**config.mk**
```make
export PLATFORM = sky130hd
export DESIGN_NAME = bcd_digit_serializer
export DESIGN_NICKNAME = d
export VERILOG_FILES = /design/src/rtl/bcd_digit_serializer.sv
export SDC_FILE = /design/constraint.sdc
export NUM_CORES = 1
export LEC_CHECK = 0
export BUFFER_PORTS_ARGS = -buffer_cell sky130_fd_sc_hd__buf_2
export CAP_MARGIN = 10
export CORE_MARGIN = 3
export CORE_UTILIZATION = 40
export CTS_BUF_LIST = sky130_fd_sc_hd__clkbuf_8
export DETAILED_ROUTE_END_ITERATION = 10
export GPL_TIMING_DRIVEN = 0
export PLACE_DENSITY = 0.74
export SETUP_SLACK_MARGIN = 0.02
export SLEW_MARGIN = 20
export SYNTH_ARGS = -nofsm -noshare
export SYNTH_HDL_FRONTEND = slang
export SYNTH_SLANG_ARGS = --single-unit
```
**constraint.sdc**
```tcl
create_clock -name clk_in -period 2.55 [get_ports clk_in]
set_input_delay 0.255 -clock clk_in [delete_from_list [all_inputs] [get_ports clk_in]]
set_output_delay 0.255 -clock clk_in [all_outputs]
set_load 0.01 [all_outputs]
```
**src/rtl/bcd_digit_serializer.sv**
```systemverilog
// Converts a captured frame of BCD counter digits into ASCII characters.
// Characters go out most significant digit first over a valid/ready handshake.
module bcd_digit_serializer #(
    parameter int DIGITS_NUM    = 6,
    parameter int BLANK_LEADING = 1
) (
    input  logic                    clk_in,
    input  logic                    reset_in,
    input  logic [4*DIGITS_NUM-1:0] digits_in,
    input  logic                    overflow_in,
    input  logic                    capture_in,
    output logic [7:0]              char_out,
    output logic                    char_valid_out,
    input  logic                    char_ready_in,
    output logic                    frame_first_out,
    output logic                    frame_last_out,
    output logic                    busy_out,
    output logic                    capture_dropped_out
);

    localparam int IW = (DIGITS_NUM > 1) ? $clog2(DIGITS_NUM) : 1;
    localparam logic [IW-1:0] FIRST_IDX = IW'(DIGITS_NUM - 1);

    typedef enum logic {
        IDLE = 1'b0,
        SEND = 1'b1
    } state_t;

    state_t                  r_state, w_state_next;
    logic [4*DIGITS_NUM-1:0] r_snap_digits, w_snap_digits_next;
    logic                    r_snap_ovf, w_snap_ovf_next;
    logic [IW-1:0]           r_index, w_index_next;
    logic                    r_dropped, w_dropped_next;

    logic [DIGITS_NUM-1:0]   w_digit_zero;
    logic [DIGITS_NUM-1:0]   w_blank;
    logic                    w_run_zero;
    logic [3:0]              w_cur_digit;
    logic                    w_cur_blank;
    logic                    w_transfer;
    logic                    w_is_last;

    genvar gi;
    generate
        for (gi = 0; gi < DIGITS_NUM; gi++) begin : g_digit_zero
            assign w_digit_zero[gi] = (r_snap_digits[4*gi +: 4] == 4'd0);
        end
    endgenerate

    // A zero is blanked only while every more significant digit is also zero.
    always_comb begin
        w_run_zero = 1'b1;
        w_blank    = '0;
        for (int i = DIGITS_NUM - 1; i >= 0; i--) begin
            w_run_zero = w_run_zero & w_digit_zero[i];
            w_blank[i] = (BLANK_LEADING != 0) && (i != 0) && w_run_zero;
        end
    end

    always_comb begin
        w_cur_digit = 4'd0;
        w_cur_blank = 1'b0;
        for (int i = 0; i < DIGITS_NUM; i++) begin
            if (r_index == IW'(i)) begin
                w_cur_digit = r_snap_digits[4*i +: 4];
                w_cur_blank = w_blank[i];
            end
        end
    end

    always_ff @(posedge clk_in or posedge reset_in) begin
        if (reset_in) begin
            r_state       <= IDLE;
            r_snap_digits <= '0;
            r_snap_ovf    <= 1'b0;
            r_index       <= FIRST_IDX;
            r_dropped     <= 1'b0;
        end else begin
            r_state       <= w_state_next;
            r_snap_digits <= w_snap_digits_next;
            r_snap_ovf    <= w_snap_ovf_next;
            r_index       <= w_index_next;
            r_dropped     <= w_dropped_next;
        end
    end

    assign w_is_last  = (r_index == '0);
    assign w_transfer = (r_state == SEND) && char_ready_in;

    always_comb begin
        w_state_next       = r_state;
        w_snap_digits_next = r_snap_digits;
        w_snap_ovf_next    = r_snap_ovf;
        w_index_next       = r_index;
        w_dropped_next     = 1'b0;

        char_out        = 8'h00;
        char_valid_out  = 1'b0;
        frame_first_out = 1'b0;
        frame_last_out  = 1'b0;
        busy_out        = 1'b0;

        case (r_state)
            IDLE: begin
                if (capture_in) begin
                    w_snap_digits_next = digits_in;
                    w_snap_ovf_next    = overflow_in;
                    w_index_next       = FIRST_IDX;
                    w_state_next       = SEND;
                end
            end
            SEND: begin
                busy_out        = 1'b1;
                char_valid_out  = 1'b1;
                frame_first_out = (r_index == FIRST_IDX);
                frame_last_out  = w_is_last;
                if (r_snap_ovf)
                    char_out = 8'h2D;
                else if (w_cur_digit > 4'd9)
                    char_out = 8'h3F;
                else if (w_cur_blank)
                    char_out = 8'h20;
                else
                    char_out = 8'h30 + {4'h0, w_cur_digit};

                // Only the final transfer of a frame may chain straight into a new capture.
                if (w_transfer && w_is_last) begin
                    if (capture_in) begin
                        w_snap_digits_next = digits_in;
                        w_snap_ovf_next    = overflow_in;
                        w_index_next       = FIRST_IDX;
                    end else begin
                        w_index_next = FIRST_IDX;
                        w_state_next = IDLE;
                    end
                end else begin
                    if (w_transfer)
                        w_index_next = r_index - IW'(1);
                    w_dropped_next = capture_in;
                end
            end
            default: w_state_next = IDLE;
        endcase
    end

    assign capture_dropped_out = r_dropped;

endmodule
```
==> reports/summary.md, run 1 <==
In this run the cell area measured after placement is 1920 µm². The summed negative setup slack over all endpoints is 0 ns, and the area share of the largest cell type after synthesis is 42.2%. The leakage power total came out at 0.935 nW. Startpoint-to-endpoint class of the critical path: flop to output pin.

Clock-pin slew was measured on the worst setup and hold paths at 0.06 ns. In the final layout, the share of cells above drive strength 1 is 43.8%. The delay of the slowest cell on the worst path is 0.39 ns. The library cell used as clock root buffer was clkbuf_8. The transition time of the tightest slew-check pin works out to 0.594 ns. Across the routed clock network, the largest skew measured is 0.00256 ns.

Detailed placement finished with a half-perimeter wire length of 2600 µm. The routed layout has 1313 vias. The critical path contains buffers and inverters numbering 3 combined.

The kind of cell adding the most delay to the critical path is compound AO/OA/AOI/OAI gates. For this design the top-level I/O count stands at 42. The arrival time of the worst setup path was 2.21 ns. For the deepest level of the CTS H-tree, the log shows 2. The finished cells cover 2070 µm². For this run, the number of Yosys warnings is 0. The run gives 43.4% as the starting density of the core. In this run the tightest slew margin relative to its limit is 60.3%. Combinational cells account for 47.3% of the total power. The worst hold path belongs to the class primary input to async pin. In this run the power spent charging and discharging nets is 974 µW. The maximum achievable frequency was 0.406 GHz.

The global-route wire length before repair is 5790 µm, and the share of the cycle needed by the critical path after routing is 96.7%. Hold timing on the final database bottoms out at a slack of 0.0390 ns. The tools report the number of max-slew violations in the final report as 0. The slowest stage of the critical path is the dfrtp_1 cell. The tools report the number of nets in the final layout as 244. The run gives 1223 as the number of global-route vias before repair. The maximum number of pins on one net before global-route repair was 31.

In the final routed layout, each cell accounts on average for 13.2 µm. Of all flip-flops after synthesis, the portion carrying an async set or reset was 100%. For the antenna diode count, the log shows 0.

The logs give 0.824 for the weighted congestion at the end of routability-driven global placement and 258 for the non-filler instance count after layout. In this run the core area contains 22 standard-cell rows. The number of standard cells after synthesis is 162, and the remaining design rule violation count is 0. Data on the critical path is required at its endpoint by 2.30 ns. Timing analysis after detailed placement gives a worst setup slack of 0.280 ns.

In this run the worst path has a maximum fanout of 10. The run gives 18.3% as the portion of total power attributed to the clock network. TritonCTS built the clock tree. The number of hold-slack violations in the final timing report was 0; the number of buffers created by CTS was 5. Number of antenna violations at the first check in global routing: 0. Max-cap violations in this run came to 0.

The proportion of total power due to net switching was 37.0%. The leftover overflow at the end of global routing came out at 0. Power spread over the standard cell area amounts to 1270 nW/µm². Measured along the y axis, the die boundary spans 70.4 µm. The worst-case IR drop observed on VDD is 0.000588 V. The post-detailed-route via-to-cell ratio was 5.09.

The category of the worst setup path launch point is a flop. The worst setup path is captured at an output pin. The run gives 3830 µm² as the core footprint.

Leading register cell type out of synthesis: dfrtp_1. The biggest area contributor in the post-synthesis netlist is dfrtp_1. For the worst-skew pair, the clock arrives at the later sink with an insertion delay of 0.28 ns.

The number of hold buffers added after CTS was 0. Ranked by total cell area, the synthesized netlist is headed by dfrtp_1, mux2_2, nand2_1, ha_1, a21oi_1. The filler cells instantiated in the layout total 350. Sequential cells burn 34.4% of the power.

Synthesized area per cell: 10.2 µm². The internal portion of total power is 1.66 mW. Traced cell by cell, the critical path runs through buf_4 > ha_1 > buf_6 > a211oi_2 > o21ai_1 > a32oi_2 > a21oi_1 > o31a_1 > buf_2. Counting tap cells, the placed design contains a total of 250 instances. For this block, the initial DRC count from the detailed router was 42.

The total routed wirelength is 3420 µm. Counting every sink on the clock net gives 30. The clock passes through at most 2 buffers. The first-pass iteration count of the detailed router came out at 4.

After synthesis, flip-flops and latches occupy 45.4% of the total area. The floorplan step set the die width to 70.4 µm. The count of distinct cell types in the synthesized netlist is 39. Global routing consumed, over all layers together, 14.6% of the routing resources. The run finished with clean final reports. The tools report the total power as 2.63 mW. Setup repair after global routing could not meet its margin everywhere. The netlist area before placement was 1660 µm². The clock period could shrink to 2.47 ns. Setup violations remaining at the end of the flow were counted as 0. Counting flops with a built-in enable in the synthesized netlist gives 0.

The flip-flop and latch count after synthesis came out at 30. Area of the die: 4960 µm². At the end of the flow the core is filled with cells to 54.1%. Setup slack closes at 0.0849 ns. In this run the tool buffered the top-level ports with 39 buffer cells.

The number of nets still failing antenna checks after routing came out at 0. The area growth from synthesis to layout is 24.8%.
cell usage in the layout (no fill, tap or decap), types with 2 or more instances in the layout:
cell type  instances
inv_1              6
buf_2             40
dfrtp_1           28
nand3b_1           3
o21ai_0            8
o21ai_1            2
a21oi_1           12
nor2_1             3
ha_1               4
buf_6              4
and2_1             3
dfstp_2            2
mux2_2            21
nand2_1           19
inv_2              2
conb_1             2
a31oi_1            3
nor4_1             3
nor3_1             3
o211ai_1           3
clkbuf_8           6
or4_1              2
buf_4              8
logic make-up after synthesis:
| family | share of synthesized area (%) |
|---|---|
| other | 0.226 |
| buffers and inverters | 7.77 |
| and+or+nand+nor | 13.3 |
| adders and majority gates | 3.77 |
| DFF | 45.4 |
| AOI/OAI and AO/OA | 15.2 |
| muxes | 14.3 |
layer usage:
metal  vias to the layer above  GRT usage, %  share of wire (%)
met5                         -             0                  0
met4                         0          5.74                1.9
met3                         9          3.31                4.8
met2                        36          21.8                 45
met1                       605          20.4                 49
li1                        663             -                  -
synth_stat cells (2+ instances only):
cell type	instances
dfrtp_1	28
mux2_2	21
nand2_1	19
a21oi_1	12
o21ai_0	9
inv_1	8
buf_4	7
ha_1	5
buf_2	4
a31oi_1	3
and2_1	3
nand3b_1	3
nor2_1	3
nor3_1	3
nor4_1	3
o211ai_1	3
a211oi_1	2
buf_6	2
dfstp_2	2
o21ai_1	2
or4_1	2
cell type report:
type | instances | area [µm²] | share of cell area, %
Tap cell | 48 | 60.1 | 2.90
Timing Repair Buffer | 40 | 203 | 9.79
Multi-Input combinational cell | 111 | 798 | 38.5
Sequential cell | 30 | 753 | 36.4
Buffer | 14 | 114 | 5.50
Clock inverter | 1 | 30.0 | 1.45
Inverter | 8 | 30.0 | 1.45
Clock buffer | 6 | 82.6 | 3.99
worst paths after layout:
| check | startpoint | end | slack, ns | depth (start not counted) |
|---|---|---|---|---|
| worst min-delay path | reset_in | r_snap_digits[0]$_DFFE_PP0P_ | 0.04 | 2 |
| worst max-delay path | r_index[1]$_DFFE_PP0P_ | char_out[0] | 0.08 | 9 |
| worst min register to register | r_snap_digits[3]$_DFFE_PP0P_ | r_snap_digits[3]$_DFFE_PP0P_ | 0.51 | 1 |
| worst max register to register | r_index[1]$_DFFE_PP0P_ | r_snap_digits[15]$_DFFE_PP0P_ | 0.62 | 8 |
| min in group clk_in | digits_in[14] | r_snap_digits[14]$_DFFE_PP0P_ | 0.18 | 3 |
| max in group asynchronous | reset_in | r_snap_digits[13]$_DFFE_PP0P_ | 2.12 | 2 |
state kept, by name (all words and copies together) (netlist names):
| signal | cells |
|---|---|
| r_state | 1 |
| r_snap_digits | 24 |
| capture_dropped_out | 1 |
| r_index | 3 |
| r_snap_ovf | 1 |
power groups by stage:
stage / clock, mW / combinational, mW / sequential (mW)
3_5_place_dp: 0 / 1.17 / 0.909
5_1_grt: 0.510 / 1.39 / 0.937
2_1_floorplan: 0 / 0.893 / 0.850
3_3_place_gp: 0 / 1.15 / 0.904
6_report: 0.482 / 1.24 / 0.905
4_1_cts: 0.491 / 1.17 / 0.904
what timing repair did:
action | in CTS | in global routing
endpoints found under the setup margin | 1 | 4
endpoints found under the hold margin | 0 | 0
cloned | 0 | 0
pin swaps | 1 | 3
setup buffers | 0 | 1
gates resized for setup | 1 | 12
(Power assumes the default switching activity.)
==> run 2: changes to the inputs <==
ABC_AREA = 1   (was unset)
CORE_MARGIN = unset   (was 3)
CORE_UTILIZATION = 50   (was 40)
PLACE_DENSITY = 0.87   (was 0.74)
==> run 2 against run 1 <==
Net effect: final area decreased by 1.1%; area after synthesis increased by 1.2%; critical path depth increased by 5; count of clock-buffer cells in the layout unchanged; die area decreased by 27%; total power decreased by 9.7%; critical endpoint is now char_out[2]; largest power group unchanged; critical path type unchanged; highest routed layer unchanged; largest cell class unchanged; sequential cell count unchanged; cell count increased by 11%; utilization increased by 11 points.
==> reports/summary.md, run 2 <==
The flow ran to the end, and the final reports show no timing, DRC or antenna violations. The count of distinct cell types in the synthesized netlist came out at 27 (-31%). The worst-case reg-to-reg path depth was 10 (+2). The library cell used as clock root buffer is clkbuf_8.

The weighted congestion at the end of routability-driven global placement is 0.870 (+5.6%). For the number of warning messages in the yosys log, the log shows 0 (unchanged). Ranked by total cell area, the synthesized netlist is headed by dfrtp_1, mux2_2, nand2_1, inv_1, nand3_1. The mean routed wirelength per cell was 11.4 µm (-14%). The clock insertion delay at the later pin of the skew report was 0.28 ns (about the same); the layout-stage area growth over the synthesis result was 22.0%.

The area of the die is 3590 µm² (-27%), and the summed negative setup slack over all endpoints is 0 ns (unchanged). For the remaining design rule violation count, the log shows 0 (unchanged). Cell taking the most area after synthesis: dfrtp_1. The number of hold-slack violations in the final timing report is 0 (unchanged), and the clock-pin slew of the registers on the worst-case setup and hold paths is 0.06 ns (about the same). TritonCTS built the clock tree.

The tools report the count of maximum capacitance violations as 0 (unchanged). The clock sink total is 30 (unchanged). The instance area at placement was 1930 µm² (+0.78%). The number of placement rows is 20 (-9.1%). The worst setup path is launched from a flop. Deepest level of the CTS H-tree: 2 (unchanged). The post-detailed-route via-to-cell ratio is 4.97 (-2.4%). The starting density of the core came out at 53.7% (+10 points).

The power density over the cells works out to 1160 nW/µm² (-8.7%). By startpoint and endpoint, the worst setup path is classified as flop to output pin. The number of enable flip-flop cells after synthesis was 0 (unchanged); the maximum root-to-sink buffer count was 2 (unchanged).

The synthesized area per cell is 8.66 µm² (-15%), and the total of buffers placed on input and output ports is 39 (unchanged). The number of global-route vias before repair is 1228 (+0.41%), and the number of standard cells after synthesis is 194 (+20%). The leftover overflow at the end of global routing was 0 (unchanged). The number of max-slew violations in the final report came out at 0 (unchanged). The run gives 0 (unchanged) as the final setup violation count.

The tools report the final worst setup slack as 0.169 ns (+0.0839 ns). The global-route usage over all layers came out at 20.7% (+6.1 points). The proportion of layout cells with a drive suffix above 1 is 35.5% (-8.3 points), and the total power is 2.38 mW (-9.7%). For the number of hold buffers added after cts, the log shows 0 (unchanged). The worst clock skew was 0.00403 ns (+0.00147 ns). Area share of the largest cell type after synthesis: 41.7% (-0.50 points). For the antenna diode count, the log shows 0 (unchanged). For the number of I/O pins, the log shows 42 (unchanged). The maximum fanout encountered on the critical timing path came out at 8 (-2). STA classifies the critical path endpoint as an output pin. The library cells used most frequently in the layout, excluding fill and tap cells, are buf_2, nand2_1, dfrtp_1.

The run gives 0 (unchanged) as the number of antenna violations at the first check in global routing. The share of the cycle needed by the critical path after routing is 93.4% (-3.3 points), and the relative max-transition margin is 59.8% (-0.53 points). Leakage power total: 1.10 nW (+18%).

The reg2reg setup slack came out at 0.44 ns (-0.18 ns). The first-pass iteration count of the detailed router is 4 (unchanged). More flip-flops sit in one register than any other, and that register is r_snap_digits. The tools report the reg-to-reg critical path startpoint as r_index[0]$_DFFE_PP1P_. The tools report the data required time at the worst endpoint as 2.30 ns (about the same). The sequential element share of the synthesized area is 44.9% (-0.54 points), and the flip-flop and latch count after synthesis is 30 (unchanged). The number of buffers created by CTS was 5 (unchanged). The number of nets in the final layout is 277 (+14%). Utilization after layout: 65.5% (+11 points). The starting DRC count in detailed routing was 77 (+83%). In the synthesized netlist the dominant register cell turns out to be dfrtp_1. The most common cell after layout, fill and taps aside was buf_2. The total routed wirelength was 3260 µm (-4.5%). The post-route cell area was 2050 µm² (-1.1%); the number of nets still failing antenna checks after routing was 0 (unchanged).

The post-layout minimum cycle time is 2.38 ns (-0.0839 ns). The min-delay analysis places its worst path in the category primary input to async pin. In the synthesized netlist, the cells that appear most often are nand2_1, dfrtp_1, inv_1, nor2_1, mux2_2. The global-route wire length before repair is 5300 µm (-8.5%). The most common cell in the synthesized netlist is nand2_1. Netlist area before placement: 1680 µm² (+1.2%).

The arrival time of the worst setup path was 2.13 ns (-0.08 ns); the die boundary height was 60.0 µm (-15%). The proportion of synthesized flip-flops having asynchronous set or reset came out at 100% (unchanged). In this run the critical register-to-register path is captured at r_snap_digits[6]$_DFFE_PP0P_.

The horizontal die dimension was 60.0 µm (-15%); the placed wire-length estimate after detailed placement was 2400 µm (-7.7%). Pre-CTS setup slack: 0.436 ns (+0.155 ns). The core footprint is 3130 µm² (-18%).

The maximum number of pins on one net before global-route repair was 31 (unchanged); the transition time of the tightest slew-check pin was 0.602 ns (+0.00787 ns). The run gives 0.420 GHz (+3.5%) as the maximum achievable frequency. In the final layout, the registers with the most flip-flops are r_snap_digits: 24 flops, r_index: 3 flops. The worst voltage drop across the vdd grid is 0.000624 V (+6.1%).

The flip-flop count of the largest register, all copies and words added is 24 (unchanged). Setup repair after global routing left no endpoint under its margin. The total number of vias came out at 1421 (+8.2%).
## run 2: cell types whose count changed in the layout (fill, tap and decap cells not counted), sizes merged, moves of 4 or more
cell   delta
inv      +21
mux2      -4
nand2    +21
buf       -4
nor2     +15
nand3    +14
## run 2: how the worst max path moves through the flow
stage | start | to | slack, ns | depth (start not counted)
global placement | r_index[0]$_DFFE_PP1P_ | char_out[1] | 0.45 | 14
CTS | r_index[0]$_DFFE_PP1P_ | char_out[1] | 0.12 | 14
detailed placement | r_index[0]$_DFFE_PP1P_ | char_out[1] | 0.44 | 14
finish | r_index[0]$_DFFE_PP1P_ | char_out[2] | 0.17 | 14
global route | r_index[0]$_DFFE_PP1P_ | char_out[0] | 0.006 | 15
floorplan | r_index[0]$_DFFE_PP1P_ | char_out[1] | 0.65 | 13
## run 2: layer usage
layer	vias up	GRT usage (%)	part of all wire (%)	wire length (µm)
met3	6	7.36	5.1	165
met2	39	32.5	46	1510
met1	661	26.2	47	1540
met4	0	7.97	1.6	51
met5	-	0	0	0
li1	715	-	-	-
## run 2: final cells by class
class | instances | area, µm²
fillers | 273 | 1080
multi-input cells | 129 | 781
repair buffers | 41 | 210
inverters | 29 | 109
plain buffers | 7 | 57.6
well taps | 44 | 55.1
clock buffers | 6 | 82.6
flip-flops and latches | 30 | 753
## run 2: per-stage QoR
| stage | instances | hold WS, ns |
|---|---|---|
| finish | 286 | 0.0413 |
| global route | 286 | 0.0887 |
| CTS | 284 | 0.189 |
| detailed placement | 278 | 0.483 |
| global placement | 278 | 0.477 |
| floorplan | 195 | 0.344 |
## run 2: cells by family (layout without fill, tap and decap cells)
family / count (synthesis) / in the layout / synth area share [%]
AND/OR/NAND/NOR: 81 / 81 / 22.3
flip-flops: 30 / 30 / 44.9
other: 1 / 2 / 0.223
AO/OA/AOI/OAI: 23 / 23 / 7.08
adder cells (fa/ha/maj): 5 / 5 / 3.73
XOR/XNOR: 1 / 1 / 0.522
buffers and inverters: 36 / 83 / 9.91
multiplexers: 17 / 17 / 11.4
## run 2: power breakdown
part,leakage [nW],switching (mW),internal [mW]
sequential,0.345,0.180,0.713
clock,0.0431,0.161,0.207
combinational,0.715,0.616,0.498
## run 2: what timing repair did
| action | 4_1_cts | 5_1_grt |
|---|---|---|
| setup endpoints to repair | 0 | 3 |
| setup buffers | 0 | 2 |
| resized for setup | 0 | 7 |
## run 2: worst max-delay path, stage by stage, from the launching register on
cell and delay [ns]:
dfstp_2 0.57, inv_1 0.09, ha_2 0.22, nand2_4 0.11, nand2_1 0.07, inv_1 0.06, nand2_1 0.04, nand3_1 0.07
nand3_1 0.09, nand2_1 0.10, buf_4 0.11, o21ai_1 0.05, nor2_1 0.08, nor2_1 0.04, buf_2 0.14
